===== src/rtl/sdram_port_arbiter_if.sv =====
// ---------------------------------------------------------------------------
// sdram_port_arbiter_if
//   Burst command handshake between the port arbiter and the SDRAM command
//   engine.
//
//   cmd_req  : burst request, held until the engine accepts it
//   cmd_wr   : 1 = write burst (drain write FIFO), 0 = read burst
//   cmd_addr : SDRAM word start address {bank, row, col}
//   cmd_len  : burst length in words
//   cmd_ack  : engine accepted the pending request
//   cmd_done : one-cycle pulse, the accepted burst has finished
//
//   master : arbiter side (drives the request fields)
//   slave  : command engine side
// ---------------------------------------------------------------------------
interface sdram_port_arbiter_if #(
  parameter int ADDR_W = 24,
  parameter int LEN_W  = 10
);
  logic              cmd_req;
  logic              cmd_wr;
  logic [ADDR_W-1:0] cmd_addr;
  logic [LEN_W-1:0]  cmd_len;
  logic              cmd_ack;
  logic              cmd_done;

  modport master (
    output cmd_req, cmd_wr, cmd_addr, cmd_len,
    input  cmd_ack, cmd_done
  );

  modport slave (
    input  cmd_req, cmd_wr, cmd_addr, cmd_len,
    output cmd_ack, cmd_done
  );
endinterface


===== src/rtl/sdram_port_arbiter.sv =====
// ---------------------------------------------------------------------------
// sdram_port_arbiter
//   Burst scheduler for the SDRAM user FIFO ports. It watches the write-FIFO
//   and read-FIFO fill levels and decides when to issue a write burst (drain
//   the write FIFO) or a read burst (refill the read FIFO). Both ports own a
//   burst address that wraps inside [min, max). When both ports want service
//   the grant alternates.
//
//   Ports
//     clk, rst_n          : reference clock, async active-low reset
//     sdram_init_done     : no burst is granted until the SDRAM is ready
//     sdram_read_valid    : read bursts are allowed only while set
//     wr_min/max_addr,
//     wr_len, wr_load     : write region, burst length, address/FIFO reset
//     rd_min/max_addr,
//     rd_len, rd_load     : same for the read port
//     wrf_use, rdf_use    : current FIFO fill levels
//     wrf_clr, rdf_clr    : FIFO clears (loads delayed by one clock)
//     cmd                 : request/ack/done handshake to the command engine
//     busy                : a burst is requested or in progress
// ---------------------------------------------------------------------------
module sdram_port_arbiter #(
  parameter int ADDR_W     = 24,
  parameter int LEN_W      = 10,
  parameter int USE_W      = 11,
  parameter int FIFO_DEPTH = 1024
) (
  input  logic                   clk,
  input  logic                   rst_n,
  input  logic                   sdram_init_done,
  input  logic                   sdram_read_valid,
  input  logic [ADDR_W-1:0]      wr_min_addr,
  input  logic [ADDR_W-1:0]      wr_max_addr,
  input  logic [LEN_W-1:0]       wr_len,
  input  logic                   wr_load,
  input  logic [ADDR_W-1:0]      rd_min_addr,
  input  logic [ADDR_W-1:0]      rd_max_addr,
  input  logic [LEN_W-1:0]       rd_len,
  input  logic                   rd_load,
  input  logic [USE_W-1:0]       wrf_use,
  input  logic [USE_W-1:0]       rdf_use,
  output logic                   wrf_clr,
  output logic                   rdf_clr,
  output logic                   busy,
  sdram_port_arbiter_if.master   cmd
);

  // FIFO level comparisons need one extra bit so rdf_use + rd_len cannot wrap.
  localparam int CMP_W = USE_W + 1;

  typedef enum logic [1:0] {
    ST_IDLE,
    ST_REQ,
    ST_BUSY
  } state_t;

  state_t            state_q, state_d;
  logic              req_q, req_d;
  logic              dir_wr_q, dir_wr_d;
  logic [ADDR_W-1:0] addr_q, addr_d;
  logic [LEN_W-1:0]  len_q, len_d;
  logic              last_wr_q, last_wr_d;     // 1 = last accepted grant was a write
  logic [ADDR_W-1:0] wr_addr_q, wr_addr_d;
  logic [ADDR_W-1:0] rd_addr_q, rd_addr_d;
  // A load seen since the port's last grant: the pending done-update of that
  // port must not move its address away from min.
  logic              wr_skip_q, wr_skip_d;
  logic              rd_skip_q, rd_skip_d;

  logic wr_elig, rd_elig;
  logic grant_wr, grant_rd;
  logic burst_end;

  // Next burst address: wraps to min when the next burst would start at or
  // beyond max; a degenerate region (min >= max) always restarts at min.
  function automatic logic [ADDR_W-1:0] next_addr(
    input logic [ADDR_W-1:0] cur,
    input logic [LEN_W-1:0]  len,
    input logic [ADDR_W-1:0] min_a,
    input logic [ADDR_W-1:0] max_a
  );
    logic [ADDR_W:0] sum;
    sum = {1'b0, cur} + (ADDR_W+1)'(len);
    if ((min_a >= max_a) || (sum >= {1'b0, max_a})) return min_a;
    return sum[ADDR_W-1:0];
  endfunction

  assign wr_elig = sdram_init_done && !wr_load && (wr_len != '0) &&
                   ({1'b0, wrf_use} >= CMP_W'(wr_len));

  assign rd_elig = sdram_init_done && sdram_read_valid && !rd_load && (rd_len != '0) &&
                   (({1'b0, rdf_use} + CMP_W'(rd_len)) <= CMP_W'(FIFO_DEPTH));

  assign burst_end = (state_q == ST_BUSY) && cmd.cmd_done;

  // NOTE: every signal written in an always_comb gets a default first, so no
  // path leaves it unassigned and no latch is inferred.
  always_comb begin
    state_d   = state_q;
    req_d     = req_q;
    dir_wr_d  = dir_wr_q;
    addr_d    = addr_q;
    len_d     = len_q;
    last_wr_d = last_wr_q;
    grant_wr  = 1'b0;
    grant_rd  = 1'b0;

    unique case (state_q)
      ST_IDLE: begin
        // With both ports eligible, serve the one not granted last time.
        if (wr_elig && (!rd_elig || !last_wr_q)) grant_wr = 1'b1;
        else if (rd_elig)                        grant_rd = 1'b1;

        if (grant_wr) begin
          dir_wr_d = 1'b1;
          addr_d   = wr_addr_q;
          len_d    = wr_len;
          req_d    = 1'b1;
          state_d  = ST_REQ;
        end else if (grant_rd) begin
          dir_wr_d = 1'b0;
          addr_d   = rd_addr_q;
          len_d    = rd_len;
          req_d    = 1'b1;
          state_d  = ST_REQ;
        end
      end
      ST_REQ: begin
        if (cmd.cmd_ack) begin
          req_d     = 1'b0;
          last_wr_d = dir_wr_q;
          state_d   = ST_BUSY;
        end
      end
      ST_BUSY: begin
        if (cmd.cmd_done) state_d = ST_IDLE;
      end
      default: state_d = ST_IDLE;
    endcase

    // Port address update: a live load wins, then the end-of-burst advance
    // for the port that owned the burst (unless a load was seen meanwhile).
    wr_addr_d = wr_addr_q;
    if (wr_load)                                   wr_addr_d = wr_min_addr;
    else if (burst_end && dir_wr_q && !wr_skip_q)  wr_addr_d = next_addr(wr_addr_q, len_q,
                                                                         wr_min_addr, wr_max_addr);

    rd_addr_d = rd_addr_q;
    if (rd_load)                                   rd_addr_d = rd_min_addr;
    else if (burst_end && !dir_wr_q && !rd_skip_q) rd_addr_d = next_addr(rd_addr_q, len_q,
                                                                         rd_min_addr, rd_max_addr);

    // A port can only be granted while its load is low, so the grant is the
    // natural point to forget an earlier load.
    wr_skip_d = wr_skip_q;
    if (wr_load)       wr_skip_d = 1'b1;
    else if (grant_wr) wr_skip_d = 1'b0;

    rd_skip_d = rd_skip_q;
    if (rd_load)       rd_skip_d = 1'b1;
    else if (grant_rd) rd_skip_d = 1'b0;
  end

  // NOTE: sequential state uses non-blocking assignments so every register
  // samples the pre-edge values regardless of statement order.
  always_ff @(posedge clk or negedge rst_n) begin
    if (!rst_n) begin
      state_q   <= ST_IDLE;
      req_q     <= 1'b0;
      dir_wr_q  <= 1'b0;
      addr_q    <= '0;
      len_q     <= '0;
      last_wr_q <= 1'b0;
      wr_addr_q <= '0;
      rd_addr_q <= '0;
      wr_skip_q <= 1'b0;
      rd_skip_q <= 1'b0;
      wrf_clr   <= 1'b1;
      rdf_clr   <= 1'b1;
    end else begin
      state_q   <= state_d;
      req_q     <= req_d;
      dir_wr_q  <= dir_wr_d;
      addr_q    <= addr_d;
      len_q     <= len_d;
      last_wr_q <= last_wr_d;
      wr_addr_q <= wr_addr_d;
      rd_addr_q <= rd_addr_d;
      wr_skip_q <= wr_skip_d;
      rd_skip_q <= rd_skip_d;
      wrf_clr   <= wr_load;
      rdf_clr   <= rd_load;
    end
  end

  assign busy         = (state_q != ST_IDLE);
  assign cmd.cmd_req  = req_q;
  assign cmd.cmd_wr   = dir_wr_q;
  assign cmd.cmd_addr = addr_q;
  assign cmd.cmd_len  = len_q;

endmodule


===== src/flat_wrapper.sv =====
// flat-port wrapper written by rule: the top's interface ports become plain ports
module sdram_port_arbiter_flat 
#(
  parameter int ADDR_W     = 24,
  parameter int LEN_W      = 10,
  parameter int USE_W      = 11,
  parameter int FIFO_DEPTH = 1024
)
  (clk, rst_n, sdram_init_done, sdram_read_valid, wr_min_addr, wr_max_addr, wr_len, wr_load, rd_min_addr, rd_max_addr, rd_len, rd_load, wrf_use, rdf_use, wrf_clr, rdf_clr, busy, cmd_cmd_req, cmd_cmd_wr, cmd_cmd_addr, cmd_cmd_len, cmd_cmd_ack, cmd_cmd_done);
  sdram_port_arbiter_if #(.ADDR_W(ADDR_W), .LEN_W(LEN_W)) cmd_i ();
  input  logic clk;
  input  logic rst_n;
  input  logic sdram_init_done;
  input  logic sdram_read_valid;
  input  logic [ADDR_W-1:0] wr_min_addr;
  input  logic [ADDR_W-1:0] wr_max_addr;
  input  logic [LEN_W-1:0] wr_len;
  input  logic wr_load;
  input  logic [ADDR_W-1:0] rd_min_addr;
  input  logic [ADDR_W-1:0] rd_max_addr;
  input  logic [LEN_W-1:0] rd_len;
  input  logic rd_load;
  input  logic [USE_W-1:0] wrf_use;
  input  logic [USE_W-1:0] rdf_use;
  output logic wrf_clr;
  output logic rdf_clr;
  output logic busy;
  output wire logic [$bits(cmd_i.cmd_req)-1:0] cmd_cmd_req;
  output wire logic [$bits(cmd_i.cmd_wr)-1:0] cmd_cmd_wr;
  output wire logic [$bits(cmd_i.cmd_addr)-1:0] cmd_cmd_addr;
  output wire logic [$bits(cmd_i.cmd_len)-1:0] cmd_cmd_len;
  input wire logic [$bits(cmd_i.cmd_ack)-1:0] cmd_cmd_ack;
  input wire logic [$bits(cmd_i.cmd_done)-1:0] cmd_cmd_done;
  assign cmd_cmd_req = cmd_i.cmd_req;
  assign cmd_cmd_wr = cmd_i.cmd_wr;
  assign cmd_cmd_addr = cmd_i.cmd_addr;
  assign cmd_cmd_len = cmd_i.cmd_len;
  assign cmd_i.cmd_ack = cmd_cmd_ack;
  assign cmd_i.cmd_done = cmd_cmd_done;
  sdram_port_arbiter #(.ADDR_W(ADDR_W), .LEN_W(LEN_W), .USE_W(USE_W), .FIFO_DEPTH(FIFO_DEPTH)) u_core (.clk(clk), .rst_n(rst_n), .sdram_init_done(sdram_init_done), .sdram_read_valid(sdram_read_valid), .wr_min_addr(wr_min_addr), .wr_max_addr(wr_max_addr), .wr_len(wr_len), .wr_load(wr_load), .rd_min_addr(rd_min_addr), .rd_max_addr(rd_max_addr), .rd_len(rd_len), .rd_load(rd_load), .wrf_use(wrf_use), .rdf_use(rdf_use), .wrf_clr(wrf_clr), .rdf_clr(rdf_clr), .busy(busy), .cmd(cmd_i));
endmodule

===== config.mk =====
export PLATFORM = sky130hd
export DESIGN_NAME = sdram_port_arbiter_flat
export DESIGN_NICKNAME = d
export VERILOG_FILES = /design/src/rtl/sdram_port_arbiter_if.sv /design/src/rtl/sdram_port_arbiter.sv /design/src/flat_wrapper.sv
export SDC_FILE = /design/constraint.sdc
export NUM_CORES = 1
export LEC_CHECK = 0
export CAP_MARGIN = 20
export CORE_ASPECT_RATIO = 0.8
export CORE_UTILIZATION = 25
export DETAILED_ROUTE_END_ITERATION = 16
export MAX_ROUTING_LAYER = met4
export SETUP_SLACK_MARGIN = 0.15
export SLEW_MARGIN = 20
export SYNTH_ARGS = -nofsm -noshare
export SYNTH_HDL_FRONTEND = slang
export SYNTH_SLANG_ARGS = --single-unit

===== constraint.sdc =====
create_clock -name clk -period 6 [get_ports clk]
set_input_delay 1.8 -clock clk [delete_from_list [all_inputs] [get_ports clk]]
set_output_delay 1.8 -clock clk [all_outputs]
set_load 0.03 [all_outputs]

# Word level (Yosys, flattened, before mapping)
# Index checks and enable logic that the tools add are counted.
# word_totals
regBits	91
input_bits	146
out_inout_bits	39
word_cells	103
# classes
addsub	3
magnitude_cmp	6
eq_ne	5
mux	40
n_reduce_logical	37
# op_table
operator	count
two-way mux 24 bit	10
adder 24 x 10 -> 25 bit	2
greater-or-equal comparator 25 x 24 -> 1 bit	2
greater-or-equal comparator 24 bit	2
two-way mux 1 bit	22
two-way mux 10 bit	2
nonzero test 10 bit	2
nonzero test 2 bit	7
logical AND 1 bit	13
adder 11 x 10 -> 12 bit	1
less-or-equal comparator 12 x 11 -> 1 bit, second input constant	1
greater-or-equal comparator 11 x 10 -> 1 bit	1
two-way mux 2 bit	4
logical NOT 1 bit	7
one-hot mux 2 bit (3 select lines)	1
AND reduction 3 bit	2
!= test 2 bit, second input constant	2
AND reduction 2 bit	2
logical OR 1 bit	3
!= test 3 x 1 -> 1 bit, second input constant	1
equality test 2 x 1 -> 1 bit, second input constant	1
equality test 2 bit, second input constant	1
logical NOT 2 bit	1
one-hot mux 1 bit (2 select lines)	1

# Longest topological paths before layout
# Gate-level depths: netlist of the first run.
# logic_depth
ltp_word	12
ltp_mapped	20
mapped_depth_nobuf	19

# Worst setup path before layout of the first run
# OpenSTA, ideal clock, no wires.
# synth_timing
path_type	register to register
startpoint	register u_core.len_q[1] (netlist: u_core.cmd.cmd_len[1])
endpoint	register u_core.wr_addr_q[20]
setup_time_ns	0.080
arrival_time_ns	4.591
required_ns	5.920
slack_ns	1.329
stages_incl_launch_ff	17
n_path_buf	0
synth_period_minus_slack_ns	4.671
path_cell_list	dfrtp_1 -> ha_1 -> a21o_1 -> a21oi_1 -> o21bai_1 -> a2111oi_0 -> o31ai_2 -> xor2_1 -> ha_1 -> a21o_1 -> a21o_1 -> a2111oi_2 -> o211ai_1 -> a221o_1 -> a21o_4 -> or4_4 -> o211ai_2
# synth_via
elab_chain_len	9
# synth_lines
element	line	source
start: declaration	sdram_port_arbiter.sv:61	logic [LEN_W-1:0] len_q, len_d;
start signal: assignment	sdram_port_arbiter.sv:185	len_q <= len_d;
adder 24 x 10 -> 25 bit *	sdram_port_arbiter.sv:83	sum = {1'b0, cur} + (ADDR_W+1)'(len);
greater-or-equal comparator 25 x 24 -> 1 bit	sdram_port_arbiter.sv:84	if ((min_a >= max_a) || (sum >= {1'b0, max_a})) return min_a;
logical OR 1 bit	sdram_port_arbiter.sv:84	
two-way mux 1 bit	sdram_port_arbiter.sv:84	
two-way mux 1 bit	sdram_port_arbiter.sv:145	else if (burst_end && dir_wr_q && !wr_skip_q) wr_addr_d = next_addr(wr_addr_q, len_q,
two-way mux 1 bit	sdram_port_arbiter.sv:144	if (wr_load) wr_addr_d = wr_min_addr;
two-way mux 24 bit *	sdram_port_arbiter.sv:85	return sum[ADDR_W-1:0];
two-way mux 24 bit *	sdram_port_arbiter.sv:145	
two-way mux 24 bit *	sdram_port_arbiter.sv:144	
end signal: assignment	sdram_port_arbiter.sv:187	wr_addr_q <= wr_addr_d;
end: declaration	sdram_port_arbiter.sv:63	logic [ADDR_W-1:0] wr_addr_q, wr_addr_d;
# Every way passes the cells marked *; elsewhere a longest branch is shown, timed or not. The select of a mux whose other input is x is not followed.
# A chain may end at the register's enable or synchronous reset.

# Worst setup path after layout of the first run
# layout_timing
startpoint	register u_core.len_q[0] (netlist: u_core.cmd.cmd_len[0])
endpoint	register u_core.wr_addr_q[12]
# Same word-level chain as after synthesis.

==> flow_metrics.env, run 1 <==
export IMPL_pre_cts_slack_ns=0.5308
export IMPL_rsz0062_at_grt="no"
export IMPL_cts_buffer_depth=2
export IMPL_place_gp_congestion=0.9028
export IMPL_required_ns=6.26
export IMPL_setup_violations=0
export IMPL_rr_endpoint="u_core.wr_addr_q[12]$_DFFE_PN0P_"
export IMPL_synth_edf_count=0
export IMPL_cts_tree="yes"
export IMPL_num_rows=61
export IMPL_drc=0
export IMPL_cp_max_fo=23
export IMPL_slowest_stage="a2111o_1"
export IMPL_maxCapViolCount=0
export IMPL_synth_seq_cells=91
export IMPL_final_common_cell="clkdlybuf4s50_1"
export IMPL_wl_mm=29.33
export IMPL_grt_total_usage_pct=16.69
export IMPL_dieArea_um2=36450
export IMPL_vias_per_cell=4.906
export IMPL_netlist_instances=1041
export IMPL_holdPathEnd="u_core.rd_skip_q$_DFFE_PN0P_"
export IMPL_final_nets=1494
export IMPL_path_clk_slew_ns=0.07
export IMPL_max_freq_ghz=0.1912
export IMPL_worst_pin_slew_ns=1.025
export IMPL_final_cell_area_um2=11600
export IMPL_htreeDepth=3
export IMPL_skew_ns=0.01092
export IMPL_portBuffers=184
export IMPL_synthFlopType="dfrtp_1"
export IMPL_ff2ff_setup_slack_ns=0.77
export IMPL_critPathArrivalTime_ns=5.49
export IMPL_syn_area_per_cell_um2=8.570
export IMPL_hold_path_class="reg -> reg"
export IMPL_min_from="u_core.rd_skip_q$_DFFE_PN0P_"
export IMPL_io_pins=185
export IMPL_fin_hold_ws_ns=0.4859
export IMPL_num_vias=8271
export IMPL_worst_path_largest_cell_delay_ns=0.48
export IMPL_grt_pass1_vias=8022
export IMPL_drv_slew=0
export IMPL_final_cell_mix="clkdlybuf4s50_1, ha_1, nand2_1"
export IMPL_status="finished, final reports clean"
export IMPL_p_total_mw=4.206
export IMPL_cp_num_buf_inv=1
export IMPL_core_area_um2=34960
export IMPL_relSlewSlack_pct=31.70
export IMPL_layout_min_cycle_time_ns=5.229
export IMPL_clock_sinks=91
export IMPL_area_delta_synth_final_pct=30.07
export IMPL_final_antenna_net_count=0
export IMPL_power_density_nw_per_um2=362.5
export IMPL_r2r_start="u_core.cmd.cmd_len[0]$_DFFE_PN0P_"
export IMPL_dr_pass1_iters=5
export IMPL_critPathMostFrequentCell="a21o_1"
export IMPL_grt_pass1_wl_mm=45.22
export IMPL_async_flop_share_pct=100.0
export IMPL_synth_cell_types=72
export IMPL_crit_path_start_kind="flip-flop"
export IMPL_fin_setup_tns_ns=0
export IMPL_min_period_over_period_pct=87.16
export IMPL_post_dp_hpwl_mm=24.04
export IMPL_grt_max_degree=63
export IMPL_syn_area_um2=8921
export IMPL_numCtsBuffers=9
export IMPL_ys_warn_count=0
export IMPL_cts_setup_buffers=0
export IMPL_cp_end_kind="flip-flop"
export IMPL_ir_drop_uv=152.4
export IMPL_placed_cell_area_um2=11290
export IMPL_timing_final_ws_setup_ns=0.7706
export IMPL_post_drt_wl_per_cell_um=17.40
export IMPL_initial_utilization_pct=25.52
export IMPL_grt_overflow_total=0
export IMPL_clock_latency_ns=0.35
export IMPL_hold_buffers=0
export IMPL_leakage_nw=5.287
export IMPL_antenna_found_initial=1
export IMPL_die_h_um=171.0
export IMPL_worstPathCellList="ha_1 > fa_1 > a21o_1 > a21oi_1 > o21bai_1 > a2111o_1 > nand2_1 > xnor2_1 > ha_1 > a21o_1 > a21o_1 > a21o_1 > a2111oi_2 > o211ai_1 > a221o_1 > a21oi_4 > buf_4 > a21oi_1 > o31ai_1"
export IMPL_rr_worst_depth=19
export IMPL_path_delay_family="compound AO/OA/AOI/OAI gates"
export IMPL_finalHoldViolations=0
export IMPL_cts_root_buf="clkbuf_16"
export IMPL_critPathKind="reg -> reg"
export IMPL_drive_above_1_share_pct=4.204
export IMPL_seq_area_frac_synth_pct=25.55
export IMPL_cts_resized_gates=0
export IMPL_syn_num_nets=1326
export IMPL_hold_depth=1
export IMPL_drt_iter0_drc=427
export IMPL_fp_dieW_um=213.2
cell type report:
type | instances | area [um2]
diodes | 1 | 2.502
clock buffers | 11 | 232.7
clock inverters | 4 | 76.32
fillers | 3719 | 23350
inverters | 81 | 304.0
multi-input cells | 829 | 6168
flip-flops and latches | 91 | 2280
well taps | 472 | 590.6
repair buffers | 197 | 1949
per-stage QoR:
step / util (%) / instances
global route: 33.19 / 1686
global placement: 32.30 / 1670
finish: 33.19 / 1686
detailed placement: 32.30 / 1670
floorplan: - / 1041
CTS: 33.19 / 1685
cells in the mapped netlist, types with 18 or more instances:
| cell | instances | area, um2 |
|---|---|---|
| a21o_1 | 43 | 322.8 |
| a21oi_1 | 54 | 270.3 |
| clkbuf_1 | 26 | 97.59 |
| dfrtp_1 | 89 | 2227 |
| ha_1 | 136 | 1702 |
| inv_1 | 81 | 304.0 |
| mux2i_1 | 48 | 480.5 |
| nand2_1 | 111 | 416.7 |
| nand3_1 | 33 | 165.2 |
| nand4_1 | 27 | 168.9 |
| nor2_1 | 33 | 123.9 |
| nor3_1 | 18 | 90.09 |
| o21ai_0 | 52 | 260.3 |
| o21ai_1 | 29 | 145.1 |
| xnor2_1 | 30 | 262.8 |
kinds of logic after synthesis:
group | count (synthesis) | synth area share (%)
buffers and inverters | 121 | 5.666
adder cells (fa/ha/maj) | 139 | 19.75
XOR/XNOR | 46 | 4.516
multiplexers | 49 | 5.512
flip-flops | 91 | 25.55
AND/OR/NAND/NOR | 313 | 17.80
AO/OA/AOI/OAI | 282 | 21.21
sequential cells by signal, indices dropped and copies added, names as in the netlist:
name and count:
u_core.cmd.cmd_len 10, u_core.rd_addr_q 24, u_core.wrf_clr 1, u_core.rdf_clr 1
u_core.last_wr_q 1, u_core.rd_skip_q 1, u_core.state_q 2, u_core.cmd.cmd_req 1
u_core.cmd.cmd_wr 1, u_core.wr_addr_q 24, u_core.cmd.cmd_addr 24, u_core.wr_skip_q 1
layer usage:
layer  routed length, um  part of all wire, %  vias up  track usage [%]
met4                 323                  1.1        0            3.043
met1               13680                   47     3866            21.77
met5                   0                    0        -                -
li1                    -                    -     4170                -
met2               13490                   46      213            26.57
met3                1835                  6.3       22            3.671
power breakdown:
group | internal [mW] | switching (mW) | total [mW]
clock network | 0.364 | 0.257 | 0.621
registers | 0.818 | 0.298 | 1.12
logic | 1.09 | 1.38 | 2.47
worst max-delay path by stage:
stage,cells after the start,endpoint,startpoint,slack [ns]
after floorplan,16,u_core.wr_addr_q[20]$_DFFE_PN0P_,u_core.cmd.cmd_len[1]$_DFFE_PN0P_,1.33
after global placement,14,u_core.cmd.cmd_addr[5]$_DFFE_PN0P_,rd_len[0],0.61
final,19,u_core.wr_addr_q[12]$_DFFE_PN0P_,u_core.cmd.cmd_len[0]$_DFFE_PN0P_,0.77
after detailed placement,14,u_core.cmd.cmd_addr[23]$_DFFE_PN0P_,rd_len[0],0.53
after global routing,19,u_core.wr_addr_q[9]$_DFFE_PN0P_,u_core.cmd.cmd_len[0]$_DFFE_PN0P_,0.36
after CTS,19,u_core.wr_addr_q[12]$_DFFE_PN0P_,u_core.cmd.cmd_len[0]$_DFFE_PN0P_,0.81
No activity file was read; power rests on OpenSTA's default activity.
==> run 2: changes to the inputs <==
CTS_CLUSTER_DIAMETER = 80   (was default)
==> results of run 2 <==
Same layout as run 1: the final DEF is identical, and so are final timing and power.
